--- config.mk ---
export PLATFORM = sky130hd
export DESIGN_NAME = switch_loader
export DESIGN_NICKNAME = d
export VERILOG_FILES = /design/src/rtl/loader_pkg.sv /design/src/rtl/btn_debounce.sv /design/src/rtl/switch_loader.sv
export SDC_FILE = /design/constraint.sdc
export NUM_CORES = 1
export LEC_CHECK = 0
export BUFFER_PORTS_ARGS = -buffer_cell sky130_fd_sc_hd__buf_4
export CORE_UTILIZATION = 40
export DETAILED_ROUTE_END_ITERATION = 10
export GPL_ROUTABILITY_DRIVEN = 0
export GPL_TIMING_DRIVEN = 0
export PLACE_DENSITY = 0.66
export SLEW_MARGIN = 20
export SYNTH_ARGS = -nofsm -noshare
export SYNTH_HDL_FRONTEND = slang
export SYNTH_SLANG_ARGS = --single-unit
--- constraint.sdc ---
create_clock -name clk -period 3 [get_ports clk]
set_clock_uncertainty 0.2 [all_clocks]
set_input_delay 0.15 -clock clk [delete_from_list [all_inputs] [get_ports clk]]
set_output_delay 0.15 -clock clk [all_outputs]
set_load 0.01 [all_outputs]
--- src/rtl/loader_pkg.sv ---
// Shared defaults and FSM state type for the switch loader.
// Also provides the idx width helper so ports and logic agree.
package loader_pkg;

  localparam int DATA_W_DEF    = 31;
  localparam int CHANNELS_DEF  = 2;
  localparam int DB_CYCLES_DEF = 1000000;

  typedef enum logic [0:0] {
    COLLECT = 1'b0,
    DONE    = 1'b1
  } state_t;

  function automatic int idx_width(input int ch);
    return (ch > 1) ? $clog2(ch) : 1;
  endfunction

endpackage

--- src/rtl/btn_debounce.sv ---
// Push-button front end: 2-flop synchroniser, persistence debouncer and
// registered rising-edge press pulse.
module btn_debounce
  import loader_pkg::*;
#(
  parameter int DB_CYCLES = DB_CYCLES_DEF
) (
  input  logic clk,
  input  logic rst,
  input  logic btn_in,
  output logic press
);

  localparam int CNT_W = $clog2(DB_CYCLES);
  localparam logic [CNT_W-1:0] CNT_LAST = CNT_W'(DB_CYCLES - 1);

  logic             sync1_r;
  logic             sync2_r;
  logic             stable_r;
  logic             stable_d_r;
  logic [CNT_W-1:0] cnt_r;

  // synchroniser, disagreement counter, stable level and press pulse
  always_ff @(posedge clk) begin
    if (rst) begin
      sync1_r    <= 1'b0;
      sync2_r    <= 1'b0;
      stable_r   <= 1'b0;
      stable_d_r <= 1'b0;
      cnt_r      <= '0;
      press      <= 1'b0;
    end else begin
      sync1_r    <= btn_in;
      sync2_r    <= sync1_r;
      stable_d_r <= stable_r;
      press      <= stable_r & ~stable_d_r;
      // the count only survives while the synchronised level keeps disagreeing
      if (sync2_r != stable_r) begin
        if (cnt_r == CNT_LAST) begin
          stable_r <= ~stable_r;
          cnt_r    <= '0;
        end else begin
          cnt_r <= cnt_r + 1'b1;
        end
      end else begin
        cnt_r <= '0;
      end
    end
  end

endmodule

--- src/rtl/switch_loader.sv ---
// Captures the switch word into successive slots on each debounced press and
// announces each completed frame with valid and a one-cycle start pulse.
module switch_loader
  import loader_pkg::*;
#(
  parameter  int DATA_W    = DATA_W_DEF,
  parameter  int CHANNELS  = CHANNELS_DEF,
  parameter  int DB_CYCLES = DB_CYCLES_DEF,
  localparam int IDX_W     = idx_width(CHANNELS)
) (
  input  logic                       clk,
  input  logic                       rst,
  input  logic                       button,
  input  logic [DATA_W-1:0]          sw,
  input  logic                       clear,
  output logic [CHANNELS*DATA_W-1:0] data_out,
  output logic [IDX_W-1:0]           idx,
  output logic                       valid,
  output logic                       start
);

  localparam logic [IDX_W-1:0] IDX_LAST = IDX_W'(CHANNELS - 1);

  logic              press;
  state_t            state_r;
  state_t            state_n;
  logic [DATA_W-1:0] slot_r [CHANNELS];
  logic [DATA_W-1:0] slot_n [CHANNELS];
  logic [IDX_W-1:0]  idx_n;
  logic              valid_n;
  logic              start_n;

  btn_debounce #(.DB_CYCLES(DB_CYCLES)) u_debounce (
    .clk   (clk),
    .rst   (rst),
    .btn_in(button),
    .press (press)
  );

  // next-state, slot and flag computation; clear outranks a coincident press
  always_comb begin
    state_n = state_r;
    idx_n   = idx;
    valid_n = valid;
    start_n = 1'b0;
    slot_n  = slot_r;
    if (clear) begin
      state_n = COLLECT;
      idx_n   = '0;
      valid_n = 1'b0;
      for (int k = 0; k < CHANNELS; k++) begin
        slot_n[k] = '0;
      end
    end else if (press) begin
      case (state_r)
        COLLECT: begin
          for (int k = 0; k < CHANNELS; k++) begin
            if (idx == IDX_W'(k)) begin
              slot_n[k] = sw;
            end else begin
              slot_n[k] = slot_r[k];
            end
          end
          if (idx == IDX_LAST) begin
            idx_n   = '0;
            state_n = DONE;
            valid_n = 1'b1;
            start_n = 1'b1;
          end else begin
            idx_n = idx + 1'b1;
          end
        end
        DONE: begin
          slot_n[0] = sw;
          // a single-slot frame is complete again immediately
          if (CHANNELS == 1) begin
            idx_n   = '0;
            state_n = DONE;
            valid_n = 1'b1;
            start_n = 1'b1;
          end else begin
            idx_n   = IDX_W'(1);
            state_n = COLLECT;
            valid_n = 1'b0;
          end
        end
        default: begin
          state_n = COLLECT;
        end
      endcase
    end else begin
      state_n = state_r;
    end
  end

  // state, slot and output registers
  always_ff @(posedge clk) begin
    if (rst) begin
      state_r <= COLLECT;
      idx     <= '0;
      valid   <= 1'b0;
      start   <= 1'b0;
      for (int k = 0; k < CHANNELS; k++) begin
        slot_r[k] <= '0;
      end
    end else begin
      state_r <= state_n;
      idx     <= idx_n;
      valid   <= valid_n;
      start   <= start_n;
      for (int k = 0; k < CHANNELS; k++) begin
        slot_r[k] <= slot_n[k];
      end
    end
  end

  for (genvar g = 0; g < CHANNELS; g++) begin : g_pack
    assign data_out[g*DATA_W +: DATA_W] = slot_r[g];
  end

endmodule

# Word level (Yosys, flattened, before mapping)
# Index checks and enable logic that the tools add are counted.
[totals] wordCells=39 latchBits=0 input_bits=35 ff_bits=91 ram_bits=0 mem_count=0 romBits=0
[classes] div_mod_pow=0 shift=0 multipliers=0 n_mux=8 n_reduce_logical=7 eq_ne=4 order_cmp=0 bitwise=6 n_addsub=2
[op_table] cell="$pmux 31 s2" count=1
[op_table] cell="$mux 31" count=1
[op_table] cell="$add 20x1->20 const B" count=1
[op_table] cell="$eq 20x20->1 const B" count=1
[op_table] cell="$pmux 1 s2" count=3
[op_table] cell="$reduce_and 2->1" count=3
[op_table] cell="$not 1->1" count=5
[op_table] cell="$ne 2x2->1 const B" count=2
[op_table] cell="$reduce_or 4->1" count=1
[op_table] cell="$mux 1" count=3
[op_table] cell="$reduce_and 3->1" count=1
[op_table] cell="$reduce_or 3->1" count=1
[op_table] cell="$reduce_or 2->1" count=1
[op_table] cell="$add 1x1->1 const B" count=1
[op_table] cell="$and 1x1->1" count=1
[op_table] cell="$ne 1x1->1" count=1

# Depth between registers and ports, before layout
# Gate-level depths: netlist of run 1.
[depth] word_depth=3 depth_mapped=6

# Hierarchy
# Synthesis of run 1 repeated with hierarchy kept, for this count alone.
[hier_totals] hier_cells=370 area_unflattened_um2=3464.6
[by_module_without_submodules] module="switch_loader" area_each_um2=2402.3 instances=1 cells_each=255
[by_module_without_submodules] module="btn_debounce" area_each_um2=1062.3 instances=1 cells_each=115

# Least setup slack after synthesis of run 1
# No wires, ideal clock.
[synth_timing] kind="reg2reg" from="reg u_debounce.cnt_r[11]" to="reg u_debounce.cnt_r[18]" arrival_ns=1.431 synth_period_minus_slack_ns=1.697 path_stages_with_launch=5 path_slack_ns=1.303 required_time_ns=2.734 path_cell_list="dfxtp_1 -> nand4_2 -> or3_1 -> or4_4 -> a21oi_2"
[synth_between] elab_chain_cells=2 elab_cells_between_ends=3 cone_classes="1 x add/sub; 1 x eq/ne; 1 x reduce/logical"
[synth_rtl] element="start: declaration" line="btn_debounce.sv:21" text="logic [CNT_W-1:0] cnt_r;"
[synth_rtl] element="start signal: assignment" line="btn_debounce.sv:43" text="cnt_r <= cnt_r + 1'b1;"
[synth_rtl] element="branches (longest 2 deep; another with $add 20x1->20)"
# Parallel ways; which one is timed is not known.
# A chain may end at the register's enable or synchronous reset.

# Worst setup path in the final report of run 1
[layout_timing] from="reg u_debounce.cnt_r[2]" to="reg u_debounce.cnt_r[12]"
# Same word-level chain as after synthesis.

==> impl_results.html, run 1 <==
<table>
<tr><th>Metric</th><th>Value</th></tr>
<tr><th colspan="2">Status</th></tr>
<tr><td>Result of the run</td><td>finished clean</td></tr>
<tr><th colspan="2">Worst setup path</th></tr>
<tr><td>Worst setup EP type</td><td>register</td></tr>
<tr><td>Register-to-Register Path Depth</td><td>6</td></tr>
<tr><td>Start of the worst register-to-register path</td><td>u_debounce.cnt_r[2]</td></tr>
<tr><td>Capture point of the worst reg-to-reg path</td><td>u_debounce.cnt_r[12]</td></tr>
<tr><td>Worst-path fanout max</td><td>10</td></tr>
<tr><td>Worst Path Required</td><td>3.04 ns</td></tr>
<tr><td>Critical path class</td><td>register to register</td></tr>
<tr><td>Critical Path Start Type</td><td>register</td></tr>
<tr><td>Worst Path Arrival</td><td>1.97 ns</td></tr>
<tr><td>Register-to-Register Setup Slack</td><td>1.07 ns</td></tr>
<tr><th colspan="2">Route</th></tr>
<tr><td>Number of search-and-repair iterations in the first detailed-routing pass</td><td>4</td></tr>
<tr><td>1st-iter DRT viols</td><td>114</td></tr>
<tr><td>Average vias per placed instance</td><td>4.889</td></tr>
<tr><td>Count of unresolved DRC violations after routing</td><td>0</td></tr>
<tr><td>DRT antenna net count</td><td>0</td></tr>
<tr><td>Average routed wire per standard cell</td><td>13.15 microns</td></tr>
<tr><td>Total Routed Length</td><td>8663 microns</td></tr>
<tr><td>Number of vias after detailed routing</td><td>3222</td></tr>
<tr><th colspan="2">Job</th></tr>
<tr><td>Max_cap viols</td><td>0</td></tr>
<tr><th colspan="2">Timing</th></tr>
<tr><td>Slew Limit Headroom</td><td>65.41%</td></tr>
<tr><td>Least-Margin Pin Slew</td><td>0.5189 ns</td></tr>
<tr><td>Highest achievable clock rate</td><td>518.5 MHz</td></tr>
<tr><td>Final setup viols</td><td>0</td></tr>
<tr><td>Final sum of negative setup slack</td><td>0 ns</td></tr>
<tr><td>Final Hold Violating Endpoints</td><td>0</td></tr>
<tr><td>Clock period minus worst slack</td><td>1.929 ns</td></tr>
<tr><td>Fraction of the cycle the final worst path needs</td><td>64.29%</td></tr>
<tr><td>Max-slew violations</td><td>0</td></tr>
<tr><td>RSZ-0062 raised after global routing</td><td>no</td></tr>
<tr><th colspan="2">Clocking</th></tr>
<tr><td>H-tree lvl count</td><td>3</td></tr>
<tr><td>CTS Root Cell</td><td>sky130_fd_sc_hd__clkbuf_8</td></tr>
<tr><td>Clock tree from TritonCTS</td><td>done</td></tr>
<tr><td>Number of instances resized during post-cts repair</td><td>0</td></tr>
<tr><td>Clock latency at the later pin of the worst-skew pair</td><td>0.35 ns</td></tr>
<tr><td>Clock-pin slew on the worst setup and hold paths</td><td>0.09 ns</td></tr>
<tr><td>Total clock buffers created by CTS</td><td>9</td></tr>
<tr><td>Number of buffers on the longest clock path</td><td>2</td></tr>
<tr><td>CTS sink count</td><td>91</td></tr>
<tr><th colspan="2">Layout</th></tr>
<tr><td># diodes</td><td>0</td></tr>
<tr><td>Post-layout nets</td><td>588</td></tr>
<tr><td>Final Cell Area</td><td>4725 sq um</td></tr>
<tr><td>Share of layout cells above drive strength 1</td><td>22.98%</td></tr>
<tr><td>Synthesis-to-finish area growth</td><td>41.64%</td></tr>
<tr><td>Final core occ</td><td>59.90%</td></tr>
<tr><th colspan="2">Global route</th></tr>
<tr><td>Number of global-route vias before repair</td><td>3095</td></tr>
<tr><td>Global-route wire length before repair</td><td>14340 microns</td></tr>
<tr><td>Aggregate global-route resource usage</td><td>20.93%</td></tr>
<tr><td>Initial antenna violation count</td><td>0</td></tr>
<tr><td>Global route overflow</td><td>0</td></tr>
<tr><td>Largest net degree at the start of global routing</td><td>16</td></tr>
<tr><th colspan="2">Synth</th></tr>
<tr><td>Cell types occupying the most area after synthesis</td><td>sky130_fd_sc_hd__dfxtp_1, sky130_fd_sc_hd__nand2_1, sky130_fd_sc_hd__a21oi_1</td></tr>
<tr><td>Gate count of the mapped netlist</td><td>409</td></tr>
<tr><td>Mean area per synthesized cell</td><td>8.156 sq um</td></tr>
<tr><td>Register area share after synthesis</td><td>54.61%</td></tr>
<tr><td>Synthesized Nets</td><td>445</td></tr>
<tr><td>Cell with the most instances after synthesis</td><td>sky130_fd_sc_hd__nand2_1</td></tr>
<tr><td>Share of flip-flops with an asynchronous set or reset</td><td>0%</td></tr>
<tr><td>Total standard cell area after synthesis</td><td>3336 sq um</td></tr>
<tr><td>EDFF count, synth</td><td>0</td></tr>
<tr><td>Number of library cell types mapped by synthesis</td><td>31</td></tr>
<tr><td>Main synth FF type</td><td>sky130_fd_sc_hd__dfxtp_1</td></tr>
<tr><td>Cell taking the most area after synthesis</td><td>sky130_fd_sc_hd__dfxtp_1</td></tr>
<tr><td>Flip-flop and latch count after synthesis</td><td>91</td></tr>
<tr><td>Share of the synthesized area in the top cell type</td><td>54.61%</td></tr>
<tr><td>Synth warnings</td><td>0</td></tr>
<tr><td>Synth cell count leaders</td><td>sky130_fd_sc_hd__nand2_1, sky130_fd_sc_hd__dfxtp_1, sky130_fd_sc_hd__a21oi_1</td></tr>
<tr><th colspan="2">Pwr</th></tr>
<tr><td>Max IR drop VDD</td><td>0.2215 mV</td></tr>
<tr><td>Clock share of power</td><td>37.3%</td></tr>
<tr><td>Seq pwr share</td><td>57.8%</td></tr>
<tr><td>Power density over the cells</td><td>442.8 nW/um^2</td></tr>
<tr><td>Switching power</td><td>0.0004748 W</td></tr>
<tr><td>Leakage Power</td><td>1.748 nW</td></tr>
<tr><td>Pint</td><td>0.001617 W</td></tr>
<tr><td>Sw frac</td><td>22.69%</td></tr>
<tr><td>Relative contribution of combinational cells to total power</td><td>4.9%</td></tr>
<tr><th colspan="2">Floorplan</th></tr>
<tr><td>Die boundary width</td><td>93.32 microns</td></tr>
<tr><td>Initial core utilization</td><td>42.29%</td></tr>
<tr><td>Die Y</td><td>93.32 microns</td></tr>
<tr><td>Area of the die</td><td>8709 sq um</td></tr>
<tr><td>Boundary pin count</td><td>100</td></tr>
<tr><td>Area of the core</td><td>7888 sq um</td></tr>
<tr><td>Row Count</td><td>32</td></tr>
<tr><th colspan="2">Placement</th></tr>
<tr><td>Half-perimeter wire length of the detailed placement result</td><td>6045 microns</td></tr>
<tr><td>Count of input and output buffers</td><td>99</td></tr>
<tr><td>Area of placed instances</td><td>4207 sq um</td></tr>
<tr><th colspan="2">Hold path</th></tr>
<tr><td>Worst hold path stage count</td><td>1</td></tr>
<tr><td>End point of the worst hold path</td><td>u_debounce.press</td></tr>
<tr><td>Min-Delay Startpoint</td><td>u_debounce.stable_d_r</td></tr>
<tr><td>Type of the most critical hold path</td><td>register to register</td></tr>
</table>
[registers in the layout, indices dropped and copies added, names as in the netlist]
signal,count
u_debounce.stable_d_r,1
u_debounce.sync1_r,1
u_debounce.cnt_r,20
data_out,62
u_debounce.press,1
u_debounce.stable_r,1
valid,1
u_debounce.sync2_r,1
idx,1
start,1
state_r,1
[worst max path at each step]
stage,from,endpoint,slack (ns),cells past startpoint
3_5_place_dp,u_debounce.cnt_r[2],u_debounce.cnt_r[12],1.11,6
5_1_grt,u_debounce.cnt_r[2],u_debounce.cnt_r[12],0.92,6
4_1_cts,u_debounce.cnt_r[2],u_debounce.cnt_r[12],1.09,6
6_report,u_debounce.cnt_r[2],u_debounce.cnt_r[12],1.07,6
3_3_place_gp,u_debounce.cnt_r[2],u_debounce.cnt_r[4],1.20,6
2_1_floorplan,u_debounce.cnt_r[11],u_debounce.cnt_r[18],1.30,4
[metal layers]
| layer | wire length [microns] | vias to the layer above | part of all wire, % | global-route usage, % |
|---|---|---|---|---|
| li1 | - | 1624 | - | - |
| met4 | 132 | 0 | 1.5 | 8.077 |
| met1 | 3935 | 1466 | 45 | 27.24 |
| met5 | 0 | - | 0 | 0 |
| met2 | 3992 | 120 | 46 | 34.50 |
| met3 | 602 | 12 | 6.9 | 3.659 |
[worst max-delay path, stage by stage (launching register included)]
cell and delay [ns]:
sky130_fd_sc_hd__dfxtp_1 0.40, sky130_fd_sc_hd__and4_1 0.21, sky130_fd_sc_hd__buf_4 0.17, sky130_fd_sc_hd__nand4_1 0.19
sky130_fd_sc_hd__o21ai_0 0.29, sky130_fd_sc_hd__buf_2 0.29, sky130_fd_sc_hd__a21oi_1 0.07
[area by class of cell]
type / count / area [sq um]
buffer: 26 / 105.1
clock buffer: 11 / 151.4
clock inverter: 5 / 36.28
fill: 706 / 3163
inverter: 4 / 15.01
multi-input combinational: 288 / 1394
sequential: 91 / 1822
tap: 102 / 127.6
timing repair buffer: 132 / 1074
[what timing repair did]
action | 4_1_cts | 5_1_grt
setup endpoints to repair | 0 | 0
buffers inserted | 0 | 0
endpoints found under the hold margin | 67 | 0
hold buffers | 33 | 0
[layout by cell type (no fill, tap or decap), drive strengths merged]
| cell type | count |
|---|---|
| nand2 | 133 |
| buf | 103 |
| dfxtp | 91 |
| a21oi | 72 |
| dlygate4sd3 | 33 |
| clkbuf | 33 |
| nor2 | 18 |
| o21ai | 8 |
| xor2 | 8 |
| nand4 | 8 |
| or3 | 7 |
| nand3 | 6 |
| inv | 5 |
| nor2b | 4 |
| or4 | 4 |
| and2 | 3 |
| xnor2 | 3 |
| clkinvlp | 3 |
| or2 | 2 |
| and4 | 2 |
| o31ai | 2 |
| and3 | 2 |
| nor3 | 2 |
| nand2b | 1 |
| and4bb | 1 |
| nor4 | 1 |
| ha | 1 |
| clkinv | 1 |
[kinds of logic (layout without fill, tap and decap cells)]
group,Yosys count,after routing,synth area share [%]
AOI/OAI and AO/OA,82,82,12.57
DFF,91,91,54.61
and+or+nand+nor,194,194,25.96
buffers and inverters,30,178,3.601
adders and majority gates,1,1,0.3750
xor gates and xnor gates,11,11,2.888
[metrics by stage]
step | setup slack (ns) | power (W) | hold WS (ns) | cells
2_1_floorplan | 1.303 | 0.001254 | 0.01907 | 409
3_3_place_gp | 1.196 | 0.001304 | 0.1506 | 610
3_5_place_dp | 1.114 | 0.001304 | 0.1617 | 610
4_1_cts | 1.094 | 0.002114 | 0.2365 | 659
5_1_grt | 0.9235 | 0.002177 | 0.2640 | 659
6_report | 1.071 | 0.002092 | 0.2291 | 659
[power groups by stage]
stage | clock network (W) | logic [W] | registers [W]
floorplan | 0 | 0.0000171 | 0.00124
global placement | 0 | 0.0000665 | 0.00124
detailed placement | 0 | 0.0000670 | 0.00124
CTS | 0.000803 | 0.000102 | 0.00121
global route | 0.000857 | 0.000110 | 0.00121
finish | 0.000781 | 0.000102 | 0.00121
No activity file was read; power rests on OpenSTA's default activity.
==> inputs of run 2 (changes only) <==
- PLACE_DENSITY: 0.66 -> 0.68
- clock period: 3 -> 1.6 ns (I/O delays scaled with it)
==> impl_results.html, run 2 (same netlist as run 1, synthesis figures left out) <==
<table>
<tr><th>Metric</th><th>Value</th></tr>
<tr><th colspan="2">Status</th></tr>
<tr><td>Result of the run</td><td>finished, violations left</td></tr>
<tr><td>Violated checks</td><td>negative setup slack</td></tr>
<tr><th colspan="2">Route</th></tr>
<tr><td>Count of unresolved DRC violations after routing</td><td>0</td></tr>
<tr><td>Total Routed Length</td><td>9048 microns</td></tr>
<tr><td>DRT antenna net count</td><td>0</td></tr>
<tr><td>Number of search-and-repair iterations in the first detailed-routing pass</td><td>4</td></tr>
<tr><td>1st-iter DRT viols</td><td>97</td></tr>
<tr><td>Average vias per placed instance</td><td>4.993</td></tr>
<tr><td>Average routed wire per standard cell</td><td>13.50 microns</td></tr>
<tr><td>Number of vias after detailed routing</td><td>3345</td></tr>
<tr><th colspan="2">Hold path</th></tr>
<tr><td>Worst hold path stage count</td><td>4</td></tr>
<tr><td>Type of the most critical hold path</td><td>input pin to register</td></tr>
<tr><td>Min-Delay Startpoint</td><td>clear</td></tr>
<tr><td>End point of the worst hold path</td><td>valid</td></tr>
<tr><th colspan="2">Timing</th></tr>
<tr><td>Final Hold Violating Endpoints</td><td>0</td></tr>
<tr><td>Slew Limit Headroom</td><td>65.82%</td></tr>
<tr><td>Least-Margin Pin Slew</td><td>0.5127 ns</td></tr>
<tr><td>Final sum of negative setup slack</td><td>-2.679 ns</td></tr>
<tr><td>Minimum hold slack</td><td>0.2053 ns</td></tr>
<tr><td>Final setup viols</td><td>21</td></tr>
<tr><td>Max-slew violations</td><td>0</td></tr>
<tr><td>Fraction of the cycle the final worst path needs</td><td>109.7%</td></tr>
<tr><td>Worst path setup slack after routing</td><td>-0.1559 ns</td></tr>
<tr><td>Highest achievable clock rate</td><td>569.5 MHz</td></tr>
<tr><td>RSZ-0062 raised after global routing</td><td>yes</td></tr>
<tr><td>Clock period minus worst slack</td><td>1.756 ns</td></tr>
<tr><th colspan="2">Placement</th></tr>
<tr><td>Count of input and output buffers</td><td>99</td></tr>
<tr><td>Post-Place Cells</td><td>610</td></tr>
<tr><td>Worst slack at placement</td><td>-0.2347 ns</td></tr>
<tr><td>Half-perimeter wire length of the detailed placement result</td><td>6140 microns</td></tr>
<tr><th colspan="2">Layout</th></tr>
<tr><td>Synthesis-to-finish area growth</td><td>51.01%</td></tr>
<tr><td>Post-layout nets</td><td>599</td></tr>
<tr><td>Most common library cell in the layout ignoring fill and taps</td><td>sky130_fd_sc_hd__nand2_1</td></tr>
<tr><td>Fill cell total of the finished layout</td><td>672</td></tr>
<tr><td>Number of cells in the finished layout apart from fillers</td><td>670</td></tr>
<tr><td>Largest register FFs</td><td>62</td></tr>
<tr><td>Share of layout cells above drive strength 1</td><td>32.75%</td></tr>
<tr><td># diodes</td><td>0</td></tr>
<tr><td>Most frequent cells in the layout</td><td>sky130_fd_sc_hd__nand2_1, sky130_fd_sc_hd__buf_4, sky130_fd_sc_hd__dfxtp_1, sky130_fd_sc_hd__a21oi_1, sky130_fd_sc_hd__dlygate4sd3_1</td></tr>
<tr><th colspan="2">Clocking</th></tr>
<tr><td>CTS sink count</td><td>91</td></tr>
<tr><td>CTS Root Cell</td><td>sky130_fd_sc_hd__clkbuf_8</td></tr>
<tr><td>Number of buffers on the longest clock path</td><td>2</td></tr>
<tr><td>H-tree lvl count</td><td>3</td></tr>
<tr><td>Clock latency at the later pin of the worst-skew pair</td><td>0.35 ns</td></tr>
<tr><td>Clock-pin slew on the worst setup and hold paths</td><td>0.09 ns</td></tr>
<tr><td>Total clock buffers created by CTS</td><td>9</td></tr>
<tr><td>Clock tree from TritonCTS</td><td>done</td></tr>
<tr><th colspan="2">Worst setup path</th></tr>
<tr><td>Start of the worst register-to-register path</td><td>u_debounce.cnt_r[10]</td></tr>
<tr><td>Worst Path Arrival</td><td>1.79 ns</td></tr>
<tr><td>Critical path class</td><td>register to register</td></tr>
<tr><td>Worst-path fanout max</td><td>10</td></tr>
<tr><td>Worst Path Required</td><td>1.64 ns</td></tr>
<tr><td>Most frequent CP cell</td><td>sky130_fd_sc_hd__buf_6</td></tr>
<tr><td>Critical Path Start Type</td><td>register</td></tr>
<tr><td>Launching instance or port of the critical path</td><td>u_debounce.cnt_r[10]</td></tr>
<tr><td>Register-to-Register Setup Slack</td><td>-0.16 ns</td></tr>
<tr><td>CP max-delay cell</td><td>sky130_fd_sc_hd__dfxtp_2</td></tr>
<tr><td>Cells traversed along the worst timing path</td><td>buf_6 &gt; nor4_4 &gt; nand4_1 &gt; o21ai_2 &gt; buf_6 &gt; nor2_1</td></tr>
<tr><td>Worst setup EP type</td><td>register</td></tr>
<tr><td>Slowest cell delay on critical path</td><td>0.34 ns</td></tr>
<tr><td>Register-to-Register Path Depth</td><td>6</td></tr>
<tr><td>Capture point of the worst reg-to-reg path</td><td>u_debounce.cnt_r[10]</td></tr>
<tr><th colspan="2">Global route</th></tr>
<tr><td>Aggregate global-route resource usage</td><td>21.33%</td></tr>
<tr><td>Global-route wire length before repair</td><td>14590 microns</td></tr>
<tr><td>Initial antenna violation count</td><td>0</td></tr>
<tr><td>Global route overflow</td><td>0</td></tr>
<tr><td>Number of global-route vias before repair</td><td>3179</td></tr>
<tr><td>Largest net degree at the start of global routing</td><td>17</td></tr>
<tr><th colspan="2">Floorplan</th></tr>
<tr><td>Row Count</td><td>32</td></tr>
<tr><td>Area of the die</td><td>8709 sq um</td></tr>
<tr><td>Die boundary width</td><td>93.32 microns</td></tr>
<tr><td>Die Y</td><td>93.32 microns</td></tr>
<tr><td>Initial core utilization</td><td>42.29%</td></tr>
<tr><td>Area of the core</td><td>7888 sq um</td></tr>
<tr><td>Boundary pin count</td><td>100</td></tr>
<tr><th colspan="2">Pwr</th></tr>
<tr><td>Max IR drop VDD</td><td>0.5457 mV</td></tr>
<tr><td>Power density over the cells</td><td>778.3 nW/um^2</td></tr>
<tr><td>Leakage Power</td><td>1.907 nW</td></tr>
<tr><th colspan="2">Job</th></tr>
<tr><td>Max_cap viols</td><td>0</td></tr>
</table>
-- run 2: how the worst max path moves through the flow --
stage                                end  slack (ns)  cells past startpoint
finish              u_debounce.cnt_r[10]       -0.16                      6
global route         u_debounce.cnt_r[8]       -0.21                      6
CTS                 u_debounce.cnt_r[17]       -0.08                      4
detailed placement  u_debounce.cnt_r[13]       -0.23                      5
global placement            data_out[34]       -0.16                      6
floorplan           u_debounce.cnt_r[18]       -0.04                      4
-- run 2: critical path, delay by kind of cell (launching register included) --
kind | cells | cell delay, ns
and+or+nand+nor | 3 | 0.52
buffers and inverters | 2 | 0.30
DFF | 1 | 0.34
AOI/OAI and AO/OA | 1 | 0.29
-- run 2: layout make-up --
cell class	count	area [sq um]	area share, %
well taps	102	127.6	2.534
multi-input cells	288	1514	30.05
plain buffers	23	152.6	3.030
flip-flops and latches	91	1851	36.74
inverters	4	15.01	0.2981
clock buffers	10	137.6	2.732
clock inverters	6	50.05	0.9935
repair buffers	146	1190	23.62
-- run 2: per-stage QoR --
step                      power, W  area, sq um  util (%)
after floorplan           0.002352         3352         -
after global placement    0.002444         4223     53.54
after detailed placement  0.002446         4223     53.54
after CTS                 0.003938         4947     62.72
after global routing      0.004052         5037     63.86
final                     0.003921         5037     63.86
-- run 2: power breakdown --
part	switching [W]	internal (W)
registers	0.00000189	0.00226
logic	0.0000785	0.000118
clock network	0.000841	0.000624
-- run 2: timing repair --
action / CTS / global route
gates resized for setup: 43 / 31
pin swaps: 12 / 5
setup buffers: 12 / 1
endpoints found under the hold margin: 72 / 0
endpoints found under the setup margin: 83 / 81
cloned: 1 / 0
hold buffers: 33 / 0
-- run 2: metal layers --
layer | global-route usage (%) | wire, microns | vias to the layer above
met4 | 9.615 | 221 | 0
met2 | 36.03 | 4351 | 89
met5 | 0 | 0 | -
met3 | 3.821 | 456 | 19
met1 | 26.41 | 4019 | 1566
li1 | - | - | 1671
==> inputs of run 3 (changes only) <==
- CORE_UTILIZATION: 40 -> 30
- PLACE_DENSITY: 0.68 -> 0.54
==> impl_results.html, run 3 (same netlist as run 1, synthesis figures left out) <==
<table>
<tr><th>Metric</th><th>Value</th></tr>
<tr><th colspan="2">Status</th></tr>
<tr><td>Result of the run</td><td>finished, violations left</td></tr>
<tr><td>Violated checks</td><td>negative setup slack</td></tr>
<tr><th colspan="2">Worst setup path</th></tr>
<tr><td>Buf/Inv on CP</td><td>0</td></tr>
<tr><td>Worst Path Required</td><td>1.70 ns</td></tr>
<tr><td>Critical path class</td><td>register to register</td></tr>
<tr><td>Kind of cell adding the most delay to the critical path</td><td>simple AND/OR/NAND/NOR gates</td></tr>
<tr><td>Worst setup EP type</td><td>register</td></tr>
<tr><td>Start of the worst register-to-register path</td><td>u_debounce.cnt_r[9]</td></tr>
<tr><td>Worst Path Arrival</td><td>1.82 ns</td></tr>
<tr><td>Cells traversed along the worst timing path</td><td>nand4_1 &gt; or3_4 &gt; or3_1 &gt; a21oi_2</td></tr>
<tr><td>CP max-delay cell</td><td>sky130_fd_sc_hd__or3_4</td></tr>
<tr><td>Slowest cell delay on critical path</td><td>0.45 ns</td></tr>
<tr><td>Launching instance or port of the critical path</td><td>u_debounce.cnt_r[9]</td></tr>
<tr><td>Critical Path Start Type</td><td>register</td></tr>
<tr><td>Worst-path fanout max</td><td>5</td></tr>
<tr><th colspan="2">Route</th></tr>
<tr><td>Total Routed Length</td><td>9543 microns</td></tr>
<tr><td>Average routed wire per standard cell</td><td>13.44 microns</td></tr>
<tr><td>DRT antenna net count</td><td>0</td></tr>
<tr><td>Average vias per placed instance</td><td>4.606</td></tr>
<tr><td>1st-iter DRT viols</td><td>197</td></tr>
<tr><td>Count of unresolved DRC violations after routing</td><td>0</td></tr>
<tr><td>Number of vias after detailed routing</td><td>3270</td></tr>
<tr><td>Number of search-and-repair iterations in the first detailed-routing pass</td><td>6</td></tr>
<tr><th colspan="2">Global route</th></tr>
<tr><td>Largest net degree at the start of global routing</td><td>17</td></tr>
<tr><td>GR met1 Demand/Resource</td><td>20.06%</td></tr>
<tr><td>Most Crowded Layer GR</td><td>met2</td></tr>
<tr><td>Global route overflow</td><td>0</td></tr>
<tr><td>Number of global-route vias before repair</td><td>2986</td></tr>
<tr><td>Global-route wire length before repair</td><td>14570 microns</td></tr>
<tr><td>Aggregate global-route resource usage</td><td>16.38%</td></tr>
<tr><td>Met2 layer usage reported by global route</td><td>27.70%</td></tr>
<tr><td>Initial antenna violation count</td><td>0</td></tr>
<tr><td>Met3 Track Usage GR</td><td>4.298%</td></tr>
<tr><th colspan="2">Layout</th></tr>
<tr><td>Synthesis-to-finish area growth</td><td>52.44%</td></tr>
<tr><td>Final Cell Area</td><td>5085 sq um</td></tr>
<tr><td>Most common library cell in the layout ignoring fill and taps</td><td>sky130_fd_sc_hd__nand2_1</td></tr>
<tr><td># diodes</td><td>0</td></tr>
<tr><td>Final core occ</td><td>46.91%</td></tr>
<tr><td>Largest register FFs</td><td>62</td></tr>
<tr><td>Most frequent cells in the layout</td><td>sky130_fd_sc_hd__nand2_1, sky130_fd_sc_hd__buf_4, sky130_fd_sc_hd__dfxtp_1, sky130_fd_sc_hd__a21oi_1, sky130_fd_sc_hd__dlygate4sd3_1</td></tr>
<tr><td>Post-layout nets</td><td>601</td></tr>
<tr><td>Share of layout cells above drive strength 1</td><td>32.46%</td></tr>
<tr><td>Number of cells in the finished layout apart from fillers</td><td>710</td></tr>
<tr><th colspan="2">Placement</th></tr>
<tr><td>Area of placed instances</td><td>4270 sq um</td></tr>
<tr><td>Half-perimeter wire length of the detailed placement result</td><td>6423 microns</td></tr>
<tr><td>Count of input and output buffers</td><td>99</td></tr>
<tr><td>Post-Place Cells</td><td>648</td></tr>
<tr><th colspan="2">Timing</th></tr>
<tr><td>Slew Limit Headroom</td><td>62.04%</td></tr>
<tr><td>Final sum of negative setup slack</td><td>-2.133 ns</td></tr>
<tr><td>Clock period minus worst slack</td><td>1.726 ns</td></tr>
<tr><td>Fraction of the cycle the final worst path needs</td><td>107.9%</td></tr>
<tr><td>Final setup viols</td><td>21</td></tr>
<tr><td>Highest achievable clock rate</td><td>579.3 MHz</td></tr>
<tr><td>Least-Margin Pin Slew</td><td>0.5694 ns</td></tr>
<tr><td>Max-slew violations</td><td>0</td></tr>
<tr><td>Final Hold Violating Endpoints</td><td>0</td></tr>
<tr><td>RSZ-0062 raised after global routing</td><td>yes</td></tr>
<tr><td>Worst path setup slack after routing</td><td>-0.1263 ns</td></tr>
<tr><th colspan="2">Clocking</th></tr>
<tr><td>Clock-pin slew on the worst setup and hold paths</td><td>0.10 ns</td></tr>
<tr><td>CTS Root Cell</td><td>sky130_fd_sc_hd__clkbuf_8</td></tr>
<tr><td>Total clock buffers created by CTS</td><td>9</td></tr>
<tr><td>Number of buffers on the longest clock path</td><td>2</td></tr>
<tr><td>Clock latency at the later pin of the worst-skew pair</td><td>0.36 ns</td></tr>
<tr><td>CTS sink count</td><td>91</td></tr>
<tr><td>Clock tree from TritonCTS</td><td>done</td></tr>
<tr><td>H-tree lvl count</td><td>3</td></tr>
<tr><th colspan="2">Floorplan</th></tr>
<tr><td>Initial core utilization</td><td>30.77%</td></tr>
<tr><td>Row Count</td><td>38</td></tr>
<tr><td>Area of the core</td><td>10840 sq um</td></tr>
<tr><td>Area of the die</td><td>11540 sq um</td></tr>
<tr><td>Die boundary width</td><td>107.4 microns</td></tr>
<tr><td>Die Y</td><td>107.4 microns</td></tr>
<tr><td>Boundary pin count</td><td>100</td></tr>
<tr><th colspan="2">Hold path</th></tr>
<tr><td>Min-Delay Startpoint</td><td>clear</td></tr>
<tr><td>Type of the most critical hold path</td><td>input pin to register</td></tr>
<tr><th colspan="2">Pwr</th></tr>
<tr><td>Power density over the cells</td><td>764.0 nW/um^2</td></tr>
<tr><td>Max IR drop VDD</td><td>0.3303 mV</td></tr>
<tr><td>Total power draw</td><td>0.003885 W</td></tr>
<tr><td>Leakage Power</td><td>1.899 nW</td></tr>
<tr><th colspan="2">Job</th></tr>
<tr><td>Max_cap viols</td><td>0</td></tr>
</table>
run 3: changes by cell type in the layout (fill, tap and decap cells not counted), sizes merged:
cell | previous run | this run
inv | 5 | 6
clkbuf | 28 | 27
buf | 118 | 121
clkinv | 4 | 1
clkinvlp | 1 | 3
run 3: worst paths after layout:
check / endpoint / slack, ns / depth (start not counted)
worst min-delay path: data_out[55] / 0.16 / 4
worst min register to register: u_debounce.press / 0.20 / 1
worst max-delay path: u_debounce.cnt_r[16] / -0.13 / 4
worst max register to register: u_debounce.cnt_r[16] / -0.13 / 4
run 3: routing by layer:
| metal | vias up | share of wire [%] |
|---|---|---|
| li1 | 1659 | - |
| met1 | 1504 | 45 |
| met2 | 99 | 48 |
| met3 | 8 | 6.7 |
| met4 | 0 | 0.90 |
| met5 | - | 0 |
run 3: stage by stage:
step           setup slack [ns]  hold slack (ns)
4_1_cts                -0.08951           0.1655
3_5_place_dp            -0.2771          0.09030
5_1_grt                 -0.1987           0.2214
2_1_floorplan          -0.03665         -0.05093
3_3_place_gp            -0.2383          0.08680
6_report                -0.1263           0.1646
run 3: worst min-delay path, cell delays in order:
cell,delay (ns)
sky130_fd_sc_hd__buf_4,0.07
sky130_fd_sc_hd__or2_2,0.12
sky130_fd_sc_hd__clkbuf_1,0.35
sky130_fd_sc_hd__a21oi_1,0.07
run 3: layout make-up:
| type | count | area, sq um |
|---|---|---|
| plain buffers | 23 | 166.4 |
| clock buffers | 10 | 127.6 |
| clock inverters | 6 | 48.80 |
| fillers | 1072 | 5756 |
| inverters | 4 | 15.01 |
| multi-input cells | 288 | 1496 |
| flip-flops and latches | 91 | 1854 |
| well taps | 140 | 175.2 |
| repair buffers | 148 | 1201 |
run 3: where the power goes:
group          total, W  internal [W]  switching (W)
clock network   0.00143      0.000579       0.000850
registers       0.00226       0.00225     0.00000184
logic          0.000201      0.000120      0.0000814
total           0.00388       0.00295       0.000933
run 3: what timing repair did:
action                     in CTS  in global routing
setup endpoints to repair      83                 75
pin swaps                       6                 10
cloned                          1                  1
setup buffers                  12                  2
gates resized for setup        47                 32
hold buffers                   33                  0
hold endpoints to repair       77                  0
